File: config.mk
export PLATFORM = sky130hd
export DESIGN_NAME = alu_issue
export DESIGN_NICKNAME = d
export VERILOG_FILES = /design/src/rtl/alu_issue_pkg.sv /design/src/rtl/alu_issue_dec.sv /design/src/rtl/alu_issue.sv
export SDC_FILE = /design/constraint.sdc
export NUM_CORES = 1
export LEC_CHECK = 0
export ABC_AREA = 1
export CAP_MARGIN = 5
export CORE_MARGIN = 10
export CORE_UTILIZATION = 40
export CTS_CLUSTER_DIAMETER = 50
export DETAILED_ROUTE_END_ITERATION = 10
export PLACE_DENSITY = 0.71
export SETUP_SLACK_MARGIN = 0.4
export SYNTH_ARGS = -nofsm -noshare
export SYNTH_HDL_FRONTEND = slang
export SYNTH_SLANG_ARGS = --single-unit
File: constraint.sdc
create_clock -name clk -period 1.71 [get_ports clk]
set_input_delay 0.2565 -clock clk [delete_from_list [all_inputs] [get_ports clk]]
set_output_delay 0.2565 -clock clk [all_outputs]
set_load 0.005 [all_outputs]
File: src/rtl/alu_issue_pkg.sv
// alu_issue_pkg: shared constants and types for the ALU issue stage.
//   ALU select codes, RV64I opcode/funct3/funct7 constants, skid-buffer
//   occupancy states and the control payload carried next to the operands.
package alu_issue_pkg;

  localparam int unsigned SEL_W = 4;
  localparam int unsigned OPC_W = 7;
  localparam int unsigned F3_W  = 3;
  localparam int unsigned F7_W  = 7;

  // ALU select codes
  localparam logic [SEL_W-1:0] SEL_ADD  = 4'd0;
  localparam logic [SEL_W-1:0] SEL_SUB  = 4'd1;
  localparam logic [SEL_W-1:0] SEL_SLL  = 4'd2;
  localparam logic [SEL_W-1:0] SEL_SLT  = 4'd3;
  localparam logic [SEL_W-1:0] SEL_SLTU = 4'd4;
  localparam logic [SEL_W-1:0] SEL_XOR  = 4'd5;
  localparam logic [SEL_W-1:0] SEL_SRL  = 4'd6;
  localparam logic [SEL_W-1:0] SEL_SRA  = 4'd7;
  localparam logic [SEL_W-1:0] SEL_OR   = 4'd8;
  localparam logic [SEL_W-1:0] SEL_AND  = 4'd9;
  localparam logic [SEL_W-1:0] SEL_X    = 4'd10;
  localparam logic [SEL_W-1:0] SEL_Y    = 4'd11;

  // Major opcodes
  localparam logic [OPC_W-1:0] OPC_OP        = 7'b0110011;
  localparam logic [OPC_W-1:0] OPC_OP_IMM    = 7'b0010011;
  localparam logic [OPC_W-1:0] OPC_LUI       = 7'b0110111;
  localparam logic [OPC_W-1:0] OPC_AUIPC     = 7'b0010111;
  localparam logic [OPC_W-1:0] OPC_JAL       = 7'b1101111;
  localparam logic [OPC_W-1:0] OPC_JALR      = 7'b1100111;
  localparam logic [OPC_W-1:0] OPC_BRANCH    = 7'b1100011;
  localparam logic [OPC_W-1:0] OPC_LOAD      = 7'b0000011;
  localparam logic [OPC_W-1:0] OPC_STORE     = 7'b0100011;
  localparam logic [OPC_W-1:0] OPC_OP_32     = 7'b0111011;
  localparam logic [OPC_W-1:0] OPC_OP_IMM_32 = 7'b0011011;

  // funct3 for OP / OP-IMM
  localparam logic [F3_W-1:0] F3_ADD  = 3'b000;
  localparam logic [F3_W-1:0] F3_SLL  = 3'b001;
  localparam logic [F3_W-1:0] F3_SLT  = 3'b010;
  localparam logic [F3_W-1:0] F3_SLTU = 3'b011;
  localparam logic [F3_W-1:0] F3_XOR  = 3'b100;
  localparam logic [F3_W-1:0] F3_SR   = 3'b101;
  localparam logic [F3_W-1:0] F3_OR   = 3'b110;
  localparam logic [F3_W-1:0] F3_AND  = 3'b111;

  // funct3 for BRANCH / JALR / LOAD
  localparam logic [F3_W-1:0] F3_BEQ  = 3'b000;
  localparam logic [F3_W-1:0] F3_BNE  = 3'b001;
  localparam logic [F3_W-1:0] F3_BLT  = 3'b100;
  localparam logic [F3_W-1:0] F3_BGE  = 3'b101;
  localparam logic [F3_W-1:0] F3_BLTU = 3'b110;
  localparam logic [F3_W-1:0] F3_BGEU = 3'b111;
  localparam logic [F3_W-1:0] F3_JALR = 3'b000;
  localparam logic [F3_W-1:0] F3_LD   = 3'b011;
  localparam logic [F3_W-1:0] F3_LWU  = 3'b110;
  localparam logic [F3_W-1:0] F3_LRSV = 3'b111;

  localparam logic [F7_W-1:0] F7_BASE = 7'h00;
  localparam logic [F7_W-1:0] F7_ALT  = 7'h20;

  typedef enum logic [1:0] {
    ST_EMPTY = 2'd0,
    ST_ONE   = 2'd1,
    ST_TWO   = 2'd2
  } skid_state_t;

  typedef struct packed {
    logic [SEL_W-1:0] sel;
    logic             illegal;
  } alu_ctl_t;

  // Register/immediate ALU op from funct3 (base encoding, funct7 = 0)
  function automatic logic [SEL_W-1:0] f3_alu_sel(input logic [F3_W-1:0] f3);
    case (f3)
      F3_ADD:  f3_alu_sel = SEL_ADD;
      F3_SLL:  f3_alu_sel = SEL_SLL;
      F3_SLT:  f3_alu_sel = SEL_SLT;
      F3_SLTU: f3_alu_sel = SEL_SLTU;
      F3_XOR:  f3_alu_sel = SEL_XOR;
      F3_SR:   f3_alu_sel = SEL_SRL;
      F3_OR:   f3_alu_sel = SEL_OR;
      default: f3_alu_sel = SEL_AND;
    endcase
  endfunction

endpackage

File: src/rtl/alu_issue_dec.sv
// alu_issue_dec: combinational RV64I decode to ALU operands.
//   inst/pc/rs1/rs2 -> x_c, y_c, ctl_c (select + illegal).
//   ALU_WORD_EN: also decodes OP-32/OP-IMM-32 and drives word_c.
module alu_issue_dec
  import alu_issue_pkg::*;
#(
  parameter int unsigned XLEN = 64,
  parameter int unsigned SHW  = $clog2(XLEN)
) (
  input  logic [31:0]     inst,
  input  logic [XLEN-1:0] pc,
  input  logic [XLEN-1:0] rs1,
  input  logic [XLEN-1:0] rs2,
  output logic [XLEN-1:0] x_c,
  output logic [XLEN-1:0] y_c,
  output alu_ctl_t        ctl_c
`ifdef ALU_WORD_EN
  ,
  output logic            word_c
`endif
);

  logic [OPC_W-1:0] opc;
  logic [F3_W-1:0]  f3;
  logic [F7_W-1:0]  f7;
  logic [XLEN-1:0]  imm_i;
  logic [XLEN-1:0]  imm_s;
  logic [XLEN-1:0]  imm_u;
  logic [XLEN-1:0]  sh_rs2;
  logic [XLEN-1:0]  sh_imm;
  logic             shimm_ok;
  logic             ill;

  assign opc   = inst[6:0];
  assign f3    = inst[14:12];
  assign f7    = inst[31:25];
  assign imm_i = XLEN'($signed(inst[31:20]));
  assign imm_s = XLEN'($signed({inst[31:25], inst[11:7]}));
  // Sign-extends on RV64; same width on RV32, so no extension there
  assign imm_u = XLEN'($signed({inst[31:12], 12'h000}));
  assign sh_rs2 = XLEN'(rs2[SHW-1:0]);
  assign sh_imm = XLEN'(inst[20 +: SHW]);
  // Shift-immediate upper bits: only inst[30] may be set; inst[25] is shamt[5] on RV64 only
  assign shimm_ok = !inst[31] && (inst[29:26] == 4'b0000) && !((XLEN == 32) && inst[25]);

`ifdef ALU_WORD_EN
  logic [XLEN-1:0] sh5_rs2;
  logic [XLEN-1:0] sh5_imm;
  assign sh5_rs2 = XLEN'(rs2[4:0]);
  assign sh5_imm = XLEN'(inst[24:20]);
`endif

  // Operand/select decode; illegal encodings collapse to ADD 0,0 at the end
  always_comb begin
    x_c         = '0;
    y_c         = '0;
    ctl_c.sel   = SEL_ADD;
    ill         = 1'b0;
`ifdef ALU_WORD_EN
    word_c      = 1'b0;
`endif
    case (opc)
      OPC_OP: begin
        x_c = rs1;
        y_c = rs2;
        if (f7 == F7_BASE) begin
          ctl_c.sel = f3_alu_sel(f3);
          if (f3 == F3_SLL || f3 == F3_SR) y_c = sh_rs2;
        end else if (f7 == F7_ALT && f3 == F3_ADD) begin
          ctl_c.sel = SEL_SUB;
        end else if (f7 == F7_ALT && f3 == F3_SR) begin
          ctl_c.sel = SEL_SRA;
          y_c       = sh_rs2;
        end else begin
          ill = 1'b1;
        end
      end
      OPC_OP_IMM: begin
        x_c = rs1;
        if (f3 == F3_SLL) begin
          ctl_c.sel = SEL_SLL;
          y_c       = sh_imm;
          ill       = !(shimm_ok && !inst[30]);
        end else if (f3 == F3_SR) begin
          ctl_c.sel = inst[30] ? SEL_SRA : SEL_SRL;
          y_c       = sh_imm;
          ill       = !shimm_ok;
        end else begin
          ctl_c.sel = f3_alu_sel(f3);
          y_c       = imm_i;
        end
      end
      OPC_LUI: begin
        ctl_c.sel = SEL_Y;
        y_c       = imm_u;
      end
      OPC_AUIPC: begin
        x_c = pc;
        y_c = imm_u;
      end
      OPC_JAL: begin
        x_c = pc;
        y_c = XLEN'(4);
      end
      OPC_JALR: begin
        x_c = pc;
        y_c = XLEN'(4);
        ill = (f3 != F3_JALR);
      end
      OPC_LOAD: begin
        x_c = rs1;
        y_c = imm_i;
        ill = (f3 == F3_LRSV) || ((XLEN == 32) && (f3 == F3_LD || f3 == F3_LWU));
      end
      OPC_STORE: begin
        x_c = rs1;
        y_c = imm_s;
        ill = f3[2] || ((XLEN == 32) && (f3 == F3_LD));
      end
      OPC_BRANCH: begin
        x_c = rs1;
        y_c = rs2;
        case (f3)
          F3_BEQ, F3_BNE:   ctl_c.sel = SEL_SUB;
          F3_BLT, F3_BGE:   ctl_c.sel = SEL_SLT;
          F3_BLTU, F3_BGEU: ctl_c.sel = SEL_SLTU;
          default:          ill = 1'b1;
        endcase
      end
`ifdef ALU_WORD_EN
      OPC_OP_32: begin
        x_c    = rs1;
        y_c    = rs2;
        word_c = 1'b1;
        if (f7 == F7_BASE && f3 == F3_ADD) begin
          ctl_c.sel = SEL_ADD;
        end else if (f7 == F7_ALT && f3 == F3_ADD) begin
          ctl_c.sel = SEL_SUB;
        end else if (f7 == F7_BASE && f3 == F3_SLL) begin
          ctl_c.sel = SEL_SLL;
          y_c       = sh5_rs2;
        end else if (f7 == F7_BASE && f3 == F3_SR) begin
          ctl_c.sel = SEL_SRL;
          y_c       = sh5_rs2;
        end else if (f7 == F7_ALT && f3 == F3_SR) begin
          ctl_c.sel = SEL_SRA;
          y_c       = sh5_rs2;
        end else begin
          ill = 1'b1;
        end
      end
      OPC_OP_IMM_32: begin
        x_c    = rs1;
        word_c = 1'b1;
        if (f3 == F3_ADD) begin
          y_c = imm_i;
        end else if (f3 == F3_SLL) begin
          ctl_c.sel = SEL_SLL;
          y_c       = sh5_imm;
          ill       = (f7 != F7_BASE);
        end else if (f3 == F3_SR) begin
          ctl_c.sel = inst[30] ? SEL_SRA : SEL_SRL;
          y_c       = sh5_imm;
          ill       = inst[31] || (inst[29:25] != 5'b00000);
        end else begin
          ill = 1'b1;
        end
      end
`endif
      default: ill = 1'b1;
    endcase
    if (ill) begin
      x_c       = '0;
      y_c       = '0;
      ctl_c.sel = SEL_ADD;
`ifdef ALU_WORD_EN
      word_c    = 1'b0;
`endif
    end
    ctl_c.illegal = ill;
  end

endmodule

File: src/rtl/alu_issue.sv
// alu_issue: execute-stage front end; decodes a bundle and presents registered
//   ALU operands behind a valid/ready handshake with a 2-entry skid buffer.
//   Ports: clk, rst_n (async, active-low), flush; in_valid/in_ready with
//   in_inst/in_pc/in_rs1/in_rs2; out_valid/out_ready with out_x/out_y/
//   out_alusel/out_illegal.
//   ALU_WORD_EN: adds out_word and decodes OP-32/OP-IMM-32.
module alu_issue
  import alu_issue_pkg::*;
#(
  parameter int unsigned XLEN = 64,
  parameter int unsigned SHW  = $clog2(XLEN)
) (
  input  logic             clk,
  input  logic             rst_n,
  input  logic             flush,
  input  logic             in_valid,
  output logic             in_ready,
  input  logic [31:0]      in_inst,
  input  logic [XLEN-1:0]  in_pc,
  input  logic [XLEN-1:0]  in_rs1,
  input  logic [XLEN-1:0]  in_rs2,
  output logic             out_valid,
  input  logic             out_ready,
  output logic [XLEN-1:0]  out_x,
  output logic [XLEN-1:0]  out_y,
  output logic [SEL_W-1:0] out_alusel,
  output logic             out_illegal
`ifdef ALU_WORD_EN
  ,
  output logic             out_word
`endif
);

  skid_state_t     state;
  skid_state_t     state_next;
  logic            accept;
  logic            drain;
  logic            load_out_in;
  logic            load_out_skid;
  logic            load_skid;
  logic            in_ready_d;
  logic            out_valid_d;

  logic [XLEN-1:0] dec_x;
  logic [XLEN-1:0] dec_y;
  alu_ctl_t        dec_ctl;
  logic [XLEN-1:0] skid_x;
  logic [XLEN-1:0] skid_y;
  alu_ctl_t        skid_ctl;

`ifdef ALU_WORD_EN
  logic            dec_word;
  logic            skid_word;
`endif

  alu_issue_dec #(
    .XLEN (XLEN),
    .SHW  (SHW)
  ) u_dec (
    .inst   (in_inst),
    .pc     (in_pc),
    .rs1    (in_rs1),
    .rs2    (in_rs2),
    .x_c    (dec_x),
    .y_c    (dec_y),
    .ctl_c  (dec_ctl)
`ifdef ALU_WORD_EN
    ,
    .word_c (dec_word)
`endif
  );

  assign accept = in_valid && in_ready;
  assign drain  = out_valid && out_ready;

  // State register; handshake flags registered from the next state.
  // in_ready resets low and rises on the first edge after reset release.
  always_ff @(posedge clk or negedge rst_n) begin
    if (!rst_n) begin
      state     <= ST_EMPTY;
      in_ready  <= 1'b0;
      out_valid <= 1'b0;
    end else begin
      state     <= state_next;
      in_ready  <= in_ready_d;
      out_valid <= out_valid_d;
    end
  end

  // Next-state: occupancy tracking; flush overrides everything
  always_comb begin
    state_next = state;
    if (flush) begin
      state_next = ST_EMPTY;
    end else begin
      case (state)
        ST_EMPTY: if (accept) state_next = ST_ONE;
        ST_ONE: begin
          if (accept && !drain)      state_next = ST_TWO;
          else if (!accept && drain) state_next = ST_EMPTY;
        end
        ST_TWO:   if (drain) state_next = ST_ONE;
        default:  state_next = ST_EMPTY;
      endcase
    end
  end

  // Outputs: register load enables and next handshake flags
  always_comb begin
    load_out_in   = 1'b0;
    load_out_skid = 1'b0;
    load_skid     = 1'b0;
    in_ready_d    = (state_next != ST_TWO);
    out_valid_d   = (state_next != ST_EMPTY);
    if (!flush) begin
      case (state)
        ST_EMPTY: load_out_in = accept;
        ST_ONE: begin
          load_out_in = accept && drain;
          load_skid   = accept && !drain;
        end
        ST_TWO:   load_out_skid = drain;
        default:  load_out_in = 1'b0;
      endcase
    end
  end

  // Output and skid registers
  always_ff @(posedge clk or negedge rst_n) begin
    if (!rst_n) begin
      out_x       <= '0;
      out_y       <= '0;
      out_alusel  <= SEL_ADD;
      out_illegal <= 1'b0;
      skid_x      <= '0;
      skid_y      <= '0;
      skid_ctl    <= '{sel: SEL_ADD, illegal: 1'b0};
    end else begin
      if (load_skid) begin
        skid_x   <= dec_x;
        skid_y   <= dec_y;
        skid_ctl <= dec_ctl;
      end
      if (load_out_in) begin
        out_x       <= dec_x;
        out_y       <= dec_y;
        out_alusel  <= dec_ctl.sel;
        out_illegal <= dec_ctl.illegal;
      end else if (load_out_skid) begin
        out_x       <= skid_x;
        out_y       <= skid_y;
        out_alusel  <= skid_ctl.sel;
        out_illegal <= skid_ctl.illegal;
      end
    end
  end

`ifdef ALU_WORD_EN
  // Word flag staged alongside the operands
  always_ff @(posedge clk or negedge rst_n) begin
    if (!rst_n) begin
      skid_word <= 1'b0;
      out_word  <= 1'b0;
    end else begin
      if (load_skid) skid_word <= dec_word;
      if (load_out_in)        out_word <= dec_word;
      else if (load_out_skid) out_word <= skid_word;
    end
  end
`endif

endmodule

==> results.yml <==
status:
  status: "finished with violations"
  violations: "negative setup slack"
min_path:
  hp-class: "primary input to flip-flop"
  hold_depth: 5
worst_setup_path:
  cp_slowest_cell: "dfrtp_1"
  cp_max_fo: 10
  crit_path_end_kind: "flip-flop"
  rr_worst_depth: 9
  crit_required_ns: 2.15
  crit_top_cell: "buf_6"
  arrival_ns: 2.15
  start_kind: "flip-flop"
  path_cells: "nand2_2 > inv_4 > buf_6 > nor4_4 > buf_6 > buf_8 > clkbuf_16 > nand3_1 > nand2_1"
  critPathKind: "flip-flop to flip-flop"
  max_stage_delay_ns: 0.39
sta:
  rsz0062_at_grt: "yes"
  setup_ws_ns: -0.00336
  tightestPinTransition_ns: 0.597
  slew_headroom_pct: 60.2
  period_share_pct: 100
  fin_skew_ns: 0.0306
  hold_viol_final: 0
  slew_violations: 0
  period_minus_slack_ns: 1.71
  setup_viol: 3
  max_freq_mhz: 584
grt:
  grt.overflow.total: 0
  antenna_found_initial: 2
  grt_pass1_vias: 15700
  grtUsageTotal_pct: 26.2
  grtUsageMet2_pct: 44.0
  met3_usage_pct: 7.25
  grt.busiest_layer: "met2"
  grt_use_met1_pct: 32.1
  grt_first_pass_wirelength_mm: 88.1
  grt_max_degree: 64
placed_design:
  hpwlAfterDp_mm: 35.1
  gp_congestion: 0.843
  place_ws_ns: -0.765
  io_buffers: 363
clocking:
  clk_path_buf_depth: 3
  cts_made_buffers: 34
  clk_pin_slew_ns: 0.06
  cts_tree: "done"
  clock_latency_ns: 0.51
  h-tree-depth: 2
  cts.sinks: 270
  cts-root-buf: "clkbuf_16"
power:
  peakVddDrop_mv: 0.638
  total_power_w: 0.0204
  leakagePower_nw: 11.3
  power_density_nw_per_um2: 882
layout:
  fin_nets: 2648
  fill_cells: 2582
  syn2layout_area_growth_pct: 69.2
  layout-drive-gt1-share_pct: 22.2
  final_core_util_pct: 68.8
yosys:
  ys.flop_type: "dfrtp_1"
  synthMostInstantiatedCell: "nand2_1"
  ys_ff_latch: 270
  synthTopCellsByCount: "806 x nand2_1, 270 x dfrtp_1, 193 x a21oi_1"
  synth_cells: 1903
  synth_top_cell_by_area: "dfrtp_1"
  yosysUniqueCellTypes: 26
  synth_top_cell_area_share_pct: 49.3
  syn-cell-area_um2: 13700
  synth-seq-area-share_pct: 49.3
  synth.area.top_cells: "dfrtp_1 49%, nand2_1 22%, a21oi_1 7.1%"
  ys.warnings.count: 0
  avgSynthCellArea_um2: 7.20
  syn_nets: 2132
  synth-edff-count: 0
  async_reset_ff_share_pct: 100
drt:
  antenna_left: 0
  via_per_inst: 5.53
  firstDrtPassIters: 6
  drt_iter0_drc: 1337
  wl_per_cell_um: 21.3
  wl_mm: 61.6
  drc: 0
  via_count: 16000
floorplan:
  std_cell_rows: 67
  core_area_um2: 33700
  fp.dieH_um: 205
  die_w_um: 205
  io_pins: 364
  initial_core_util_pct: 40.7
  dieArea_um2: 42100
flow_run:
  max_cap_viol_count: 0
layer usage:
metal	vias up	routed length, um	share of wire (%)
li1	7203	-	-
met1	7642	22800	37
met2	967	30200	49
met3	185	6410	10
met4	2	2170	3.5
met5	-	17	0.028
layout make-up:
type / count / area (um^2) / area share (%)
tap: 448 / 561 / 2.42
timing repair inverter: 3 / 56.3 / 0.243
sequential: 270 / 6760 / 29.1
inverter: 98 / 424 / 1.83
antenna: 1 / 2.50 / 0.0108
clock buffer: 46 / 970 / 4.18
multi-input combinational: 1400 / 6950 / 30.0
timing repair buffer: 612 / 7340 / 31.7
clock inverter: 14 / 119 / 0.513
cell families after synthesis:
kind of cell | count (synthesis) | share of synthesized area, %
AOI/OAI and AO/OA | 380 | 14.0
buffers and inverters | 233 | 6.81
DFF | 270 | 49.3
and+or+nand+nor | 1020 | 29.9
power breakdown:
group	internal (W)	switching, W	total (W)
Clock	0.00417	0.00287	0.00704
Sequential	0.00714	0.000478	0.00762
Combinational	0.00300	0.00279	0.00579
path summary, 6_finish.rpt:
| path | from | to | slack (ns) |
|---|---|---|---|
| min | in_inst[14] | out_y[14] | 0.23 |
| max reg2reg | out_valid | skid_y[27] | -0.003 |
| max in group asynchronous | rst_n | skid_x[2] | 0.70 |
| max | out_valid | skid_y[27] | -0.003 |
| min in group asynchronous | rst_n | out_y[16] | 0.30 |
| min reg2reg | skid_y[16] | skid_y[16] | 0.48 |
flip-flops by register name, summed over array words and instances, names as in the netlist:
signal       flops
out_illegal      1
in_ready         1
state            2
out_y           64
skid_y          64
out_alusel       4
skid_ctl         5
out_x           64
skid_x          64
out_valid        1
metrics by stage:
stage | area [um^2] | hold slack, ns | instances | TNS, ns
after floorplan | 13900 | -0.0391 | 1903 | 0
after global placement | 19000 | 0.241 | 2721 | -166.51
after detailed placement | 19000 | 0.250 | 2721 | -160.90
after CTS | 21800 | 0.287 | 2855 | 0
after global routing | 23200 | 0.246 | 2891 | -7.96
final | 23200 | 0.231 | 2892 | -0.00791
timing repair:
item	4_1_cts	5_1_grt
hold endpoints to repair	50	0
gates cloned	35	27
setup buffers	38	9
pin swaps	32	59
setup endpoints to repair	403	403
hold buffers	1	0
resized for setup	295	215
cells in the final DEF (no fill, tap or decap), types with 59 or more instances in the layout:
| master | Yosys | final |
|---|---|---|
| nand2_1 | 806 | 723 |
| nand3_1 | 176 | 158 |
| clkbuf_16 | 0 | 59 |
| clkdlybuf4s50_1 | 0 | 250 |
| inv_1 | 93 | 82 |
| a21oi_1 | 193 | 125 |
| dfrtp_1 | 270 | 270 |
| buf_4 | 7 | 104 |
| o21ai_1 | 54 | 88 |
| nand2_2 | 0 | 59 |
| a21oi_2 | 1 | 64 |
| dlygate4sd2_1 | 0 | 95 |
| o21ai_0 | 126 | 78 |
worst max-delay path, delay by kind of cell, from the launching register on:
| family | cells | cell delay, ns |
|---|---|---|
| buffers and inverters | 5 | 0.68 |
| AND/OR/NAND/NOR | 4 | 0.56 |
| flip-flops | 1 | 0.39 |
(Power assumes the default switching activity.)
